## src/rtl/sq_integral_sequencer.sv

```systemverilog
// Squared-pixel integral image sequencer: streams a raster frame in, and for every
// pixel reads the row above from a blocked cache and writes the running integral back.
module sq_integral_sequencer #(
  parameter int IMG_W     = 8,
  parameter int IMG_H     = 6,
  parameter int WORDS     = 4,
  parameter int PIX_BITS  = 8,
  parameter int WORD_SIZE = 22,
  localparam int ROW_W    = $clog2(IMG_W + 1),
  localparam int COL_W    = $clog2(IMG_H + 1),
  localparam int NBLK     = (IMG_W + WORDS) / WORDS,
  localparam int BLK_W    = (NBLK > 1) ? $clog2(NBLK) : 1
) (
  input  logic                       clk,
  input  logic                       rst,
  input  logic                       start,
  output logic                       busy,
  output logic                       done,
  input  logic                       pix_valid,
  output logic                       pix_ready,
  input  logic [PIX_BITS-1:0]        pix_data,
  output logic                       we,
  output logic [COL_W-1:0]           waddrY,
  output logic [ROW_W-1:0]           waddrX,
  output logic [WORD_SIZE-1:0]       wdata,
  output logic [COL_W-1:0]           raddrY,
  output logic [BLK_W-1:0]           raddrXBlock,
  input  logic [WORDS*WORD_SIZE-1:0] q
);

  typedef enum logic [2:0] {IDLE, CLEAR, COL0, FETCH, READ, WRITE} state_t;

  localparam logic [ROW_W-1:0] X_LAST = ROW_W'(IMG_W);
  localparam logic [COL_W-1:0] Y_LAST = COL_W'(IMG_H);

  state_t                  state, state_n;
  logic [ROW_W-1:0]        x;
  logic [COL_W-1:0]        y;
  logic [WORD_SIZE-1:0]    rowsum;
  logic [2*PIX_BITS-1:0]   sq;
  logic [ROW_W-1:0]        widx;
  logic [WORD_SIZE-1:0]    qword;
  logic                    hs;

  // Pixel handshake: a pixel transfers on a rising edge where pix_valid and
  // pix_ready are both 1; pix_ready is raised only while waiting in FETCH.
  assign hs   = pix_valid && pix_ready;
  assign sq   = {{PIX_BITS{1'b0}}, pix_data} * {{PIX_BITS{1'b0}}, pix_data};
  assign widx = x % ROW_W'(WORDS);

  always_comb begin
    qword = '0;
    for (int k = 0; k < WORDS; k++) begin
      if (widx == ROW_W'(k)) qword = q[k*WORD_SIZE +: WORD_SIZE];
    end
  end

  always_ff @(posedge clk or posedge rst) begin
    if (rst) begin
      state       <= IDLE;
      x           <= '0;
      y           <= '0;
      rowsum      <= '0;
      raddrY      <= '0;
      raddrXBlock <= '0;
      done        <= 1'b0;
    end else begin
      state <= state_n;
      done  <= 1'b0;
      case (state)
        IDLE: begin
          if (start) begin
            x <= '0;
            y <= '0;
          end
        end
        CLEAR: begin
          if (x == X_LAST) begin
            x <= '0;
            y <= COL_W'(1);
          end else begin
            x <= x + ROW_W'(1);
          end
        end
        COL0: begin
          rowsum <= '0;
          x      <= ROW_W'(1);
        end
        FETCH: begin
          // Read address is loaded here so it is stable for the whole READ cycle.
          if (hs) begin
            rowsum      <= rowsum + WORD_SIZE'(sq);
            raddrY      <= y - COL_W'(1);
            raddrXBlock <= BLK_W'(x / ROW_W'(WORDS));
          end
        end
        WRITE: begin
          if (x != X_LAST) begin
            x <= x + ROW_W'(1);
          end else if (y != Y_LAST) begin
            y <= y + COL_W'(1);
            x <= '0;
          end else begin
            done <= 1'b1;
          end
        end
        default: ;
      endcase
    end
  end

  always_comb begin
    state_n   = state;
    pix_ready = 1'b0;
    we        = 1'b0;
    case (state)
      IDLE:  if (start) state_n = CLEAR;
      CLEAR: begin
        we = 1'b1;
        if (x == X_LAST) state_n = COL0;
      end
      COL0: begin
        we      = 1'b1;
        state_n = FETCH;
      end
      FETCH: begin
        pix_ready = 1'b1;
        if (pix_valid) state_n = READ;
      end
      READ:  state_n = WRITE;
      WRITE: begin
        we = 1'b1;
        if (x != X_LAST)      state_n = FETCH;
        else if (y != Y_LAST) state_n = COL0;
        else                  state_n = IDLE;
      end
      default: state_n = IDLE;
    endcase
  end

  assign busy   = (state != IDLE);
  assign waddrY = we ? y : '0;
  assign waddrX = we ? x : '0;
  assign wdata  = (state == WRITE) ? (rowsum + qword) : '0;

endmodule

```

## config.mk

```make
export PLATFORM = sky130hd
export DESIGN_NAME = sq_integral_sequencer
export DESIGN_NICKNAME = d
export VERILOG_FILES = /design/src/rtl/sq_integral_sequencer.sv
export SDC_FILE = /design/constraint.sdc
export NUM_CORES = 1
export LEC_CHECK = 0
export BUFFER_PORTS_ARGS = -buffer_cell sky130_fd_sc_hd__buf_2
export CAP_MARGIN = 20
export CORE_MARGIN = 1
export CORE_UTILIZATION = 35
export CTS_CLUSTER_SIZE = 20
export DETAILED_ROUTE_END_ITERATION = 8
export GPL_ROUTABILITY_DRIVEN = 0
export GPL_TIMING_DRIVEN = 0
export SYNTH_ARGS = -nofsm -noshare
export SYNTH_HDL_FRONTEND = slang
export SYNTH_SLANG_ARGS = --single-unit
```

## constraint.sdc

```tcl
create_clock -name clk -period 5 [get_ports clk]
set_input_delay 0.5 -clock clk [delete_from_list [all_inputs] [get_ports clk]]
set_output_delay 0.5 -clock clk [all_outputs]
set_load 0.03 [all_outputs]
```

# ---- Word level (Yosys, flattened, before mapping)
# Cells that the tools add are included.
dict set report word_totals {
  out_inout_bits 38
  inputBits 100
  ff_bits 38
  word_cells 74
}
dict set report classes {
  reduce_logical 13
  mux 30
  n_mul 1
  addsub 5
  eq_ne 18
}
# op n
set ops {}
lappend ops {{two-way mux 22 bit} 6}
lappend ops {{case mux 22 bit (2 select lines)} 1}
lappend ops {{two-way mux 3 bit} 8}
lappend ops {{adder 22 x 16 -> 22 bit} 1}
lappend ops {{adder 22 bit} 1}
lappend ops {{two-way mux 4 bit} 5}
lappend ops {{case mux 3 bit (6 select lines)} 1}
lappend ops {{multiplier 8 x 8 -> 16 bit} 1}
lappend ops {{case mux 4 bit (4 select lines)} 1}
lappend ops {{inequality test 2 bit (second input constant)} 6}
lappend ops {{case mux 3 bit (3 select lines)} 1}
lappend ops {{== test 3 x 2 -> 1 bit (second input constant)} 2}
lappend ops {{== test 3 bit (second input constant)} 2}
lappend ops {{inequality test 3 bit (second input constant)} 2}
lappend ops {{AND reduction 3 bit} 2}
lappend ops {{nonzero test 3 bit} 2}
lappend ops {{two-way mux 1 bit} 5}
lappend ops {{AND reduction 5 bit} 1}
lappend ops {{adder 4 x 1 -> 4 bit (second input constant)} 1}
lappend ops {{== test 2 bit (second input constant)} 2}
lappend ops {{== test 4 bit (second input constant)} 1}
lappend ops {{logical NOT 4 bit} 1}
lappend ops {{two-way mux 2 bit} 2}
lappend ops {{inequality test 4 bit (second input constant)} 1}
lappend ops {{other kinds (10)} 11}

# ---- Depth between registers and ports, before layout
# Gate-level depths: netlist of run 1.
dict set report depth {
  word_depth 7
  mapped_depth 18
  depth_no_buf 17
}

# ---- Least setup slack after synthesis of run 1
# No wires, ideal clock.
dict set report synth_timing {
  path_kind {register -> output}
  from {reg x[0]}
  to {out wdata[12]}
  required_time_ps 4500
  path_slack_ps 161
  n_path_buf 1
  stages_incl_launch_ff 18
  arrival_ps 4339
  cell_sequence {dfrtp_1 -> inv_1 -> ha_1 -> nor2b_1 -> clkbuf_1 -> a22oi_1 -> nor2_1 -> a21oi_1 -> o21ai_0 -> ha_1 -> inv_1 -> fa_1 -> nor2b_4 -> o221a_4 -> o31ai_1 -> nand2_1 -> a311oi_1 -> a2111oi_0}
}
dict set report synth_via {
  elab_chain_cells 7
  elab_cells_between_ends 10
}
# element line
set synth_lines {}
lappend synth_lines {{from (decl)} 37} ;# logic [ROW_W-1:0] x;
lappend synth_lines {{from (signal assigned)} 82} ;# x <= x + ROW_W'(1);
lappend synth_lines {{from (signal assigned)} 99} ;# x <= x + ROW_W'(1);
lappend synth_lines {{logical NOT 4 bit} 54} ;# if (widx == ROW_W'(k)) qword = q[k*WORD_SIZE +: WORD_SIZE];
lappend synth_lines {{two-way mux 22 bit (3 in series)} 54}
lappend synth_lines {{two-way mux 22 bit (*)} 54}
lappend synth_lines {{adder 22 bit (*)} 144} ;# assign wdata = (state == WRITE) ? (rowsum + qword) : '0;
lappend synth_lines {{two-way mux 22 bit (*)} 144}
lappend synth_lines {{to (decl)} 25} ;# output logic [WORD_SIZE-1:0] wdata,
# Every way passes the cells marked *; elsewhere a longest branch is shown, timed or not.

# ---- Worst setup path in the final report of run 1
dict set report layout_timing {
  from {in pix_data[6]}
  to {reg rowsum[21]}
}
dict set report layout_via {
  elab_chain_cells 4
}
# element line
set layout_lines {}
lappend layout_lines {{from (decl)} 21} ;# input logic [PIX_BITS-1:0] pix_data,
lappend layout_lines {{multiplier 8 x 8 -> 16 bit} 48} ;# assign sq = {{PIX_BITS{1'b0}}, pix_data} * {{PIX_BITS{1'b0}}, pix_data};
lappend layout_lines {{adder 22 x 16 -> 22 bit} 92} ;# rowsum <= rowsum + WORD_SIZE'(sq);
lappend layout_lines {{two-way mux 22 bit} 91} ;# if (hs) begin
lappend layout_lines {{case mux 22 bit (2 select lines)} 70} ;# case (state)
lappend layout_lines {{to (signal assigned)} 92}
lappend layout_lines {{to (decl)} 39} ;# logic [WORD_SIZE-1:0] rowsum;
# No other way between the ends. The select of a mux whose other input is x is not followed.
# A chain may end at the register's enable or synchronous reset.

==> run summary, run 1 <==
* 0 — Antenna diodes
* input port to asynchronous set/reset pin — path class of the lowest-slack min-delay path
* 100% — Async SR Flop Fraction
* 0 — hold-fix buffer count after cts
* 0.815 ns — Worst-Margin Slew
* 0.29 ns — Worst-Skew Late Latency
* 0 — count of final setup violators
* 0.53 ns — highest cell delay on the worst timing path
* 5.22 ns — required time worst endpoint
* done — TritonCTS clock tree
* 16500 um^2 — Placeable Area
* 27100 um — first-pass GRT wire length
* 212 MHz — maximum operating frequency
* 1109 — non-filler instance count after layout
* 0 — DRC Markers
* 16.1% — proportion of netlist area held by the largest area contributor
* 4.92 ns — Worst EP arrival
* 38 — clock net sink count
* finished, final reports clean — result of the run
* 0 ns — sum of negative setup slack
* 5.11 — Via-to-Cell Ratio
* 0 — Max Transition Viols Final
* 65 — post-synthesis cell type count
* false — RSZ-0062 raised after global routing
* 138 — number of ports placed on the die boundary
* 5920 um^2 — Syn Std Cell Area
* input port to register — start-to-end type of the worst setup path
* 0 — Post CTS Setup Buffer Count
* 0 — max-cap check violation count
* fa_1 — cell type of the slowest stage on the worst timing path
* 19.6% — Syn-to-layout area delta
* 0.00820 ns — Final Skew
* input port — Startpoint Class
* 45.6% — Rel. slew slack
* 1101 — Placed Cells
* 0 — Post-synth EDFFs
* 10 — crit-path max FO
* 6870 um^2 — post-place instance area
* 132 um — floorplan die width
* dfrtp_1 16%, ha_1 15%, fa_1 13% — top cells by area, synth
* 1098 — NumNets Final
* 7080 um^2 — post-route cell area
* 19.7% — share of layout cells above drive strength 1
* clkbuf_1 -> and2_1 -> inv_1 -> fa_1 -> inv_1 -> fa_1 -> fa_1 -> inv_1 -> fa_1 -> inv_1 -> ha_1 -> a2111oi_0 -> a22oi_1 -> a311o_1 -> nand4_1 -> mux2i_1 — cells along the critical path
* 0 — final hold violation count
* 5 — TritonCTS buffer count
* 19.3% — overall global routing resource usage
* 956 — Synth Net Count
* 135 x buf_2, 86 x inv_1, 78 x nand2_1 — highest-count cells in the layout ignoring fill and taps
* register — critical path capture point type
* 633 nW/um^2 — power density normalized to cell area
* dfrtp_1 — ys flop type
* 38 — flop and latch count out of synthesis
* 0 — antenna violations before repair
* 7.93 um^2 — average instance area after synthesis
* 0.06 ns — clock transition at the registers of the reported paths
* 0 — synth warn
* 2 — Clock H-tree levels
* 16300 um — Total Routed Length
* 4 — Detailed Routing Iterations Pass 1
* 3.66 nW — cell leakage power
* 47 — number of rows created at floorplan
* 14.7 um — detailed-route wire length per cell
* 0 — Remaining Overflow, GRT
* 132 um — die height
* 39 — maximum number of pins on one net before global-route repair
* 5668 — vias post-DR
* 313 uV — peak supply drop
* 0 — post-route antenna net violation count
* 94.2% — final period utilization
* 746 — number of instances in the synthesized netlist
* 13600 um — DP Wirelength
* 135 — I/O Buffers
* 17400 um^2 — die area
* 355 — Detailed Route Iter0 Violations
* 16.1% — proportion of synthesized chip area in sequential cells
* dfrtp_1 — leading area contributor after synthesis
* 2 — Clock Path Buffers
* buf_2 — commonest non-fill, non-tap cell in the layout
* 1735 — number of fillers in the final layout
* clkbuf_16 — CTS root buf
* 35.8% — starting density of the core
* 4.71 ns — Period minus WS final
* 5539 — vias in the first global route
-- path summary, 6_finish.rpt --
| path | startpoint | to | slack (ns) | cells after the start |
|---|---|---|---|---|
| max in group asynchronous | rst | rowsum[3]$_DFFE_PP0P_ | 4.12 | 2 |
| max | pix_data[6] | rowsum[21]$_DFFE_PP0P_ | 0.29 | 16 |
| min in group clk | raddrXBlock[1]$_DFFE_PP0P_ | raddrXBlock[1]$_DFFE_PP0P_ | 0.48 | 2 |
| max reg2reg | rowsum[4]$_DFFE_PP0P_ | rowsum[21]$_DFFE_PP0P_ | 0.47 | 15 |
| min | rst | raddrY[1]$_DFFE_PP0P_ | 0.37 | 2 |
| min reg2reg | raddrXBlock[1]$_DFFE_PP0P_ | raddrXBlock[1]$_DFFE_PP0P_ | 0.48 | 2 |
-- logic make-up after synthesis --
kind of cell	count (synthesis)	share of synthesized area, %
buffers and inverters	114	7.63
adder cells (fa/ha/maj)	110	28.1
flip-flops	38	16.1
AND/OR/NAND/NOR	243	20.2
XOR/XNOR	25	3.70
AO/OA/AOI/OAI	209	23.1
multiplexers	7	1.18
-- worst max-delay path: cells and delay by family --
family / cells / cell delay (ns)
fa+ha+maj: 5 / 2.21
compound gates: 3 / 1.09
buf+inv: 5 / 0.52
simple gates: 2 / 0.40
mux: 1 / 0.19
-- synthesized netlist by cell type, types with 3 or more instances --
library cell,count
o211ai_1,3
a22o_1,7
nand3_1,15
nor3b_1,5
a21boi_0,3
xor2_1,11
ha_1,72
nand2b_1,6
nand2_1,78
a22oi_1,23
and3_1,5
a21o_1,12
a21o_2,4
a21oi_1,50
inv_1,87
nor2_1,51
or2_2,3
o21ai_1,3
o21a_1,9
buf_6,3
dfrtp_1,38
nor3_1,19
o21ai_0,61
nor2b_1,12
mux2i_1,7
fa_1,38
a211oi_1,7
xnor2_1,14
nor4_1,3
a211o_1,3
clkbuf_1,22
and2_1,24
a311oi_1,3
nand4_1,5
-- metal layers --
metal | track usage [%] | routed length (um) | part of all wire [%] | vias to the layer above
met3 | 2.11 | 543 | 3.3 | 13
li1 | - | - | - | 2867
met5 | 0 | 0 | 0 | -
met1 | 27.3 | 7920 | 49 | 2699
met2 | 31.9 | 7620 | 47 | 89
met4 | 3.42 | 174 | 1.1 | 0
-- per-stage QoR --
stage	hold slack, ns	total power (W)	setup WS, ns	utilization [%]
2_1_floorplan	0.466	0.00321	0.161	-
3_3_place_gp	0.464	0.00399	-0.0246	41.6
3_5_place_dp	0.457	0.00400	-0.0406	41.6
4_1_cts	0.403	0.00447	0.0284	42.7
5_1_grt	0.447	0.00501	0.00783	42.8
6_report	0.370	0.00448	0.292	42.8
-- sequential cells by signal, indices dropped and copies added (netlist names) --
| name | flops |
|---|---|
| state | 3 |
| done | 1 |
| x | 4 |
| raddrY | 3 |
| rowsum | 22 |
| raddrXBlock | 2 |
| y | 3 |
-- power by group --
part	total, W	internal, W	switching [W]
Clock	0.000429	0.000287	0.000142
Combinational	0.00349	0.00138	0.00212
Sequential	0.000557	0.000421	0.000136
-- what timing repair did --
action / in CTS / in global routing
endpoints found under the setup margin: 1 / 5
gates resized for setup: 1 / 11
pin swaps: 0 / 1
-- final cells by class --
class | count | area, um^2 | area share (%)
Tap cell | 220 | 275 | 3.89
Timing Repair Buffer | 135 | 676 | 9.55
Clock inverter | 3 | 68.8 | 0.972
Multi-Input combinational cell | 594 | 4520 | 63.9
Clock buffer | 5 | 125 | 1.77
Inverter | 87 | 327 | 4.61
Buffer | 27 | 131 | 1.86
Sequential cell | 38 | 951 | 13.4
No activity file was read; power rests on OpenSTA's default activity.
==> run 2, diff against run 1 <==
- CORE_MARGIN: 1 -> 2
==> run 2 against run 1 <==
Total power decreased by 0.26%. Hold slack improved by 0.0072 ns. Final area hardly changed. Critical path depth increased by 2. Combinational power about the same. Via count fell by 0.51%. Register-to-register slack better by 0.02 ns. Sequential share of layout area barely moved. Setup slack gained 0.0097 ns. First-iteration DRC count is 36% lower. Flip-flop and latch count unchanged. Critical path type is now register to output port. Largest cell class unchanged. Largest power group unchanged.
==> run summary, run 2 (same netlist as run 1, synthesis figures left out) <==
* 16600 um — Total Routed Length
* 2 — Clock H-tree levels
* 0 — Max Transition Viols Final
* 0 — Post CTS Setup Buffer Count
* 39 — maximum number of pins on one net before global-route repair
* 5594 — vias in the first global route
* 16600 um^2 — Placeable Area
* 348 uV — peak supply drop
* 0.06 ns — clock transition at the registers of the reported paths
* 0.854 ns — Worst-Margin Slew
* 4.20 ns — Worst EP arrival
* 0 — hold-fix buffer count after cts
* 0.377 ns — worst hold slack across all endpoints
* 0 — count of final setup violators
* 213 MHz — maximum operating frequency
* 22 — number of flip-flops in the largest register
* 134 um — floorplan die width
* 94.0% — final period utilization
* rowsum — Most flops, register
* 15 — worst reg2reg path depth
* register to output port — start-to-end type of the worst setup path
* 19.9% — share of layout cells above drive strength 1
* done — TritonCTS clock tree
* 47 — number of rows created at floorplan
* 135 x buf_2, 86 x inv_1, 78 x nand2_1 — highest-count cells in the layout ignoring fill and taps
* 18000 um^2 — die area
* 19.7% — Syn-to-layout area delta
* 0 — max-cap check violation count
* register — Startpoint Class
* 5.08 — Via-to-Cell Ratio
* rowsum: 22 flops, x: 4 flops — largest registers
* 42.7% — Final Core Density
* 0.49 ns — flop-to-flop setup slack
* buf_2 — commonest non-fill, non-tap cell in the layout
* 0 — antenna violations before repair
* 5639 — vias post-DR
* 43.0% — Rel. slew slack
* 10 — crit-path max FO
* 4.50 ns — required time worst endpoint
* 35.7% — starting density of the core
* rowsum[4]$_DFFE_PP0P_ — source of the worst register-to-register timing path
* 0.29 ns — Worst-Skew Late Latency
* rowsum[21]$_DFFE_PP0P_ — FF-to-FF End
* 38 — clock net sink count
* 134 um — die height
* 135 — I/O Buffers
* 15.0 um — detailed-route wire length per cell
* 1765 — number of fillers in the final layout
* 0 — DRC Markers
* 631 nW/um^2 — power density normalized to cell area
* 0 — final hold violation count
* 5 — TritonCTS buffer count
* 4 — Detailed Routing Iterations Pass 1
* output port — critical path capture point type
* finished, final reports clean — result of the run
* 1098 — NumNets Final
* 138 — number of ports placed on the die boundary
* input port to asynchronous set/reset pin — path class of the lowest-slack min-delay path
* 0 — Remaining Overflow, GRT
* 13900 um — DP Wirelength
* 3.66 nW — cell leakage power
* 0 — post-route antenna net violation count
* 27700 um — first-pass GRT wire length
* 226 — Detailed Route Iter0 Violations
* clkbuf_16 — CTS root buf
* 0 — Antenna diodes
* 0.00614 ns — Final Skew
* 2 — Clock Path Buffers
* 4.70 ns — Period minus WS final
* 19.0% — overall global routing resource usage
run 2: cell counts in the layout (fill, tap and decap cells not counted):
Identical to the previous run, type by type.
run 2: routing by layer:
layer  share of wire (%)  routed length (um)  track usage (%)  up-vias
met3                 3.0                 504             2.72        2
met5                   0                   0                0        -
met2                  48                7980             32.0       79
li1                    -                   -                -     2870
met4                0.23                  38             2.05        0
met1                  49                8100             26.9     2688
run 2: layout make-up:
cell class,count,area [um^2],share of cell area [%]
clock buffer,5,125,1.77
sequential,38,951,13.4
inverter,87,327,4.61
timing repair buffer,135,676,9.54
clock inverter,3,68.8,0.972
tap,220,275,3.89
buffer,27,134,1.89
multi-input combinational,594,4530,63.9
run 2: timing repair:
| action | in CTS | in global routing |
|---|---|---|
| gates resized for setup | 2 | 15 |
| setup endpoints to repair | 1 | 15 |
| pin swaps | 0 | 1 |
run 2: critical path: stages (launching register included):
cell and delay, ns:
dfrtp_1 0.42, inv_1 0.10, ha_1 0.28, nor2b_1 0.22
clkbuf_2 0.28, a22oi_1 0.11, nor2_1 0.11, a21oi_1 0.05
o21ai_0 0.20, ha_1 0.21, inv_1 0.06, fa_1 0.42
nor2b_4 0.16, o221a_4 0.23, o31ai_1 0.12, a21oi_2 0.24
nor3_1 0.08, or3b_1 0.40, buf_2 0.20
run 2: report_power, final:
| part | switching, W | internal, W |
|---|---|---|
| clock | 0.000139 | 0.000287 |
| combinational | 0.00210 | 0.00138 |
| sequential | 0.000134 | 0.000421 |
| total | 0.00238 | 0.00209 |
run 2: how the worst max path moves through the flow:
stage | start | end | slack, ns
after floorplan | x[0]$_DFFE_PP0P_ | wdata[12] | 0.16
after global placement | pix_data[6] | rowsum[21]$_DFFE_PP0P_ | -0.02
after detailed placement | pix_data[6] | rowsum[21]$_DFFE_PP0P_ | -0.06
after CTS | x[0]$_DFFE_PP0P_ | wdata[14] | 0.05
after global routing | pix_data[5] | rowsum[21]$_DFFE_PP0P_ | -0.01
final | x[1]$_DFFE_PP0P_ | wdata[14] | 0.30
run 2: per-stage QoR:
step	cells	power, W	setup WS (ns)	TNS [ns]	cell area [um^2]
global route	1109	0.00504	-0.0129	-0.0129	7080
global placement	1101	0.00399	-0.0204	-0.0204	6870
floorplan	746	0.00321	0.161	0	5920
finish	1109	0.00447	0.302	0	7080
CTS	1109	0.00447	0.0541	0	7070
detailed placement	1101	0.00401	-0.0623	-0.0825	6870
==> run 3, diff against run 2 <==
- ABC_AREA: not set -> 1
==> run 3 against run 2 <==
Global-route usage is 1.7 points higher. Setup slack improved by 0.17 ns. Routed wire length grew 18%. Sequential share of layout area down 0.74 points. First-iteration DRC count is 43% higher. Critical path type unchanged. Largest cell class unchanged.
==> run summary, run 3 <==
* 6.40 um^2 — average instance area after synthesis
* nand2_1 16%, dfrtp_1 15%, ha_1 14% — top cells by area, synth
* 7490 um^2 — post-route cell area
* 139 um — die height
* 0.29 ns — Worst-Skew Late Latency
* 1358 — Placed Cells
* 16500 um — DP Wirelength
* 7330 um^2 — post-place instance area
* 0.804 ns — Worst-Margin Slew
* x[1]$_DFFE_PP0P_ — start point of the critical path
* 41.9% — Final Core Density
* 0 — post-route antenna net violation count
* input port to asynchronous set/reset pin — path class of the lowest-slack min-delay path
* 38 — clock net sink count
* nor2_1 — crit-path most repeated cell
* 14.4 um — detailed-route wire length per cell
* 100% — Async SR Flop Fraction
* rowsum[7]$_DFFE_PP0P_ — source of the worst register-to-register timing path
* rowsum: 22 flops, x: 4 flops — largest registers
* 0.00699 ns — Final Skew
* 0 — max-cap check violation count
* 4 — WP buf/inv
* 4.50 ns — required time worst endpoint
* 0 — DRC Markers
* 4.53 ns — Period minus WS final
* 2 — Clock Path Buffers
* 0 — Post-synth EDFFs
* nand2_1 — leading area contributor after synthesis
* 10 — crit-path max FO
* 19300 um^2 — die area
* false — RSZ-0062 raised after global routing
* 270 x nand2_1, 175 x inv_1, 137 x buf_2 — highest-count cells in the layout ignoring fill and taps
* 4.03 ns — Worst EP arrival
* 6370 um^2 — Syn Std Cell Area
* 0.54 ns — highest cell delay on the worst timing path
* inv_1 -> ha_1 -> clkbuf_1 -> a22oi_1 -> nand2_1 -> o21ai_0 -> a21oi_1 -> ha_1 -> inv_1 -> fa_1 -> nor2_1 -> nor2_1 -> o21ai_0 -> nand3_1 -> nand3_1 -> nand2_1 -> nor2_1 -> buf_2 — cells along the critical path
* rowsum — Most flops, register
* 4.87 — Via-to-Cell Ratio
* 191 uV — peak supply drop
* 38 — flop and latch count out of synthesis
* 0 ns — sum of negative setup slack
* 6556 — vias in the first global route
* 0 — Remaining Overflow, GRT
* 0 — count of final setup violators
* clkbuf_16 — CTS root buf
* 35.6% — starting density of the core
* 14.4% — share of layout cells above drive strength 1
* 0 — synth warn
* 2 — Clock H-tree levels
* 6654 — vias post-DR
* 1365 — non-filler instance count after layout
* nand2_1 — most common cell in the synthesized netlist
* 5 — Detailed Routing Iterations Pass 1
* 44 — post-synthesis cell type count
* 138 — number of ports placed on the die boundary
* 0 — antenna violations before repair
* 20.7% — overall global routing resource usage
* 15.9% — proportion of netlist area held by the largest area contributor
* clkbuf_1 — cell type of the slowest stage on the worst timing path
* register to output port — start-to-end type of the worst setup path
* 46.3% — Rel. slew slack
* nand2_1 — commonest non-fill, non-tap cell in the layout
* 4.39 nW — cell leakage power
* 324 — Detailed Route Iter0 Violations
* 17.7% — Syn-to-layout area delta
* 0 — hold-fix buffer count after cts
* 0.00434 W — final total power
* 39 — maximum number of pins on one net before global-route repair
* 579 nW/um^2 — power density normalized to cell area
* 0 — final hold violation count
* 221 MHz — maximum operating frequency
* 32400 um — first-pass GRT wire length
* finished, final reports clean — result of the run
* 90.6% — final period utilization
* 0.06 ns — clock transition at the registers of the reported paths
* 14.9% — proportion of synthesized chip area in sequential cells
* 0 — Max Transition Viols Final
* 5 — TritonCTS buffer count
* 995 — number of instances in the synthesized netlist
* output port — critical path capture point type
* dfrtp_1 — ys flop type
* 139 um — floorplan die width
* 270 x nand2_1, 176 x inv_1, 118 x nor2_1, 72 x ha_1, 67 x a21oi_1 — leading cell types by count after synthesis
* 0 — Resized cells post-CTS
* 1205 — Synth Net Count
* 17900 um^2 — Placeable Area
* 49 — number of rows created at floorplan
* 0 — Post CTS Setup Buffer Count
* 0 — Antenna diodes
* done — TritonCTS clock tree
* 134 — I/O Buffers
* 1346 — NumNets Final
* register — Startpoint Class
* buffers and inverters — Largest delay share family, worst path
* 19600 um — Total Routed Length
* 22 — number of flip-flops in the largest register
-- run 3: logic make-up (layout without fill, tap and decap cells) --
family | after synthesis | count (layout) | share of synthesized area [%]
AO/OA/AOI/OAI | 166 | 166 | 14.8
XOR/XNOR | 15 | 15 | 2.06
adder cells (fa/ha/maj) | 110 | 110 | 26.1
buffers and inverters | 205 | 346 | 12.3
flip-flops | 38 | 38 | 14.9
multiplexers | 1 | 1 | 0.157
AND/OR/NAND/NOR | 460 | 460 | 29.7
-- run 3: final cells by class --
| type | count | area [um^2] |
|---|---|---|
| sequential | 38 | 951 |
| tap | 229 | 287 |
| inverter | 183 | 688 |
| clock buffer | 6 | 139 |
| clock inverter | 1 | 30.0 |
| fill | 1927 | 10400 |
| multi-input combinational | 752 | 4630 |
| buffer | 22 | 97.6 |
| timing repair buffer | 134 | 671 |
-- run 3: per-layer routing --
metal  GRT usage (%)  part of all wire [%]  routed length (um)  up-vias
li1                -                     -                   -     3424
met1            27.8                    47                9190     3012
met2            35.5                    46                8990      189
met3            2.04                   4.7                 915       29
met4            6.27                   2.5                 498        0
met5               0                     0                   0        -
-- run 3: metrics by stage --
stage | setup WS [ns] | hold WS, ns
after global placement | 0.357 | 0.465
after CTS | 0.452 | 0.406
final | 0.469 | 0.364
after detailed placement | 0.316 | 0.469
after floorplan | 0.824 | 0.484
after global routing | 0.0865 | 0.445
-- run 3: report_power, final --
| group | leakage [nW] | switching (W) | internal (W) |
|---|---|---|---|
| sequential | 0.507 | 0.000104 | 0.000404 |
| combinational | 3.80 | 0.00230 | 0.00115 |
| clock | 0.0829 | 0.000123 | 0.000246 |
-- run 3: path summary, 6_finish.rpt --
kind,endpoint,cells past startpoint,slack [ns]
worst max-delay path,wdata[14],18,0.47
worst min-delay path,done$_DFF_PP0_,2,0.36
worst max register to register,rowsum[13]$_DFFE_PP0P_,18,0.87
worst min register to register,raddrXBlock[0]$_DFFE_PP0P_,2,0.48
max in group asynchronous,rowsum[9]$_DFFE_PP0P_,2,4.12
min in group clk,raddrXBlock[0]$_DFFE_PP0P_,2,0.48
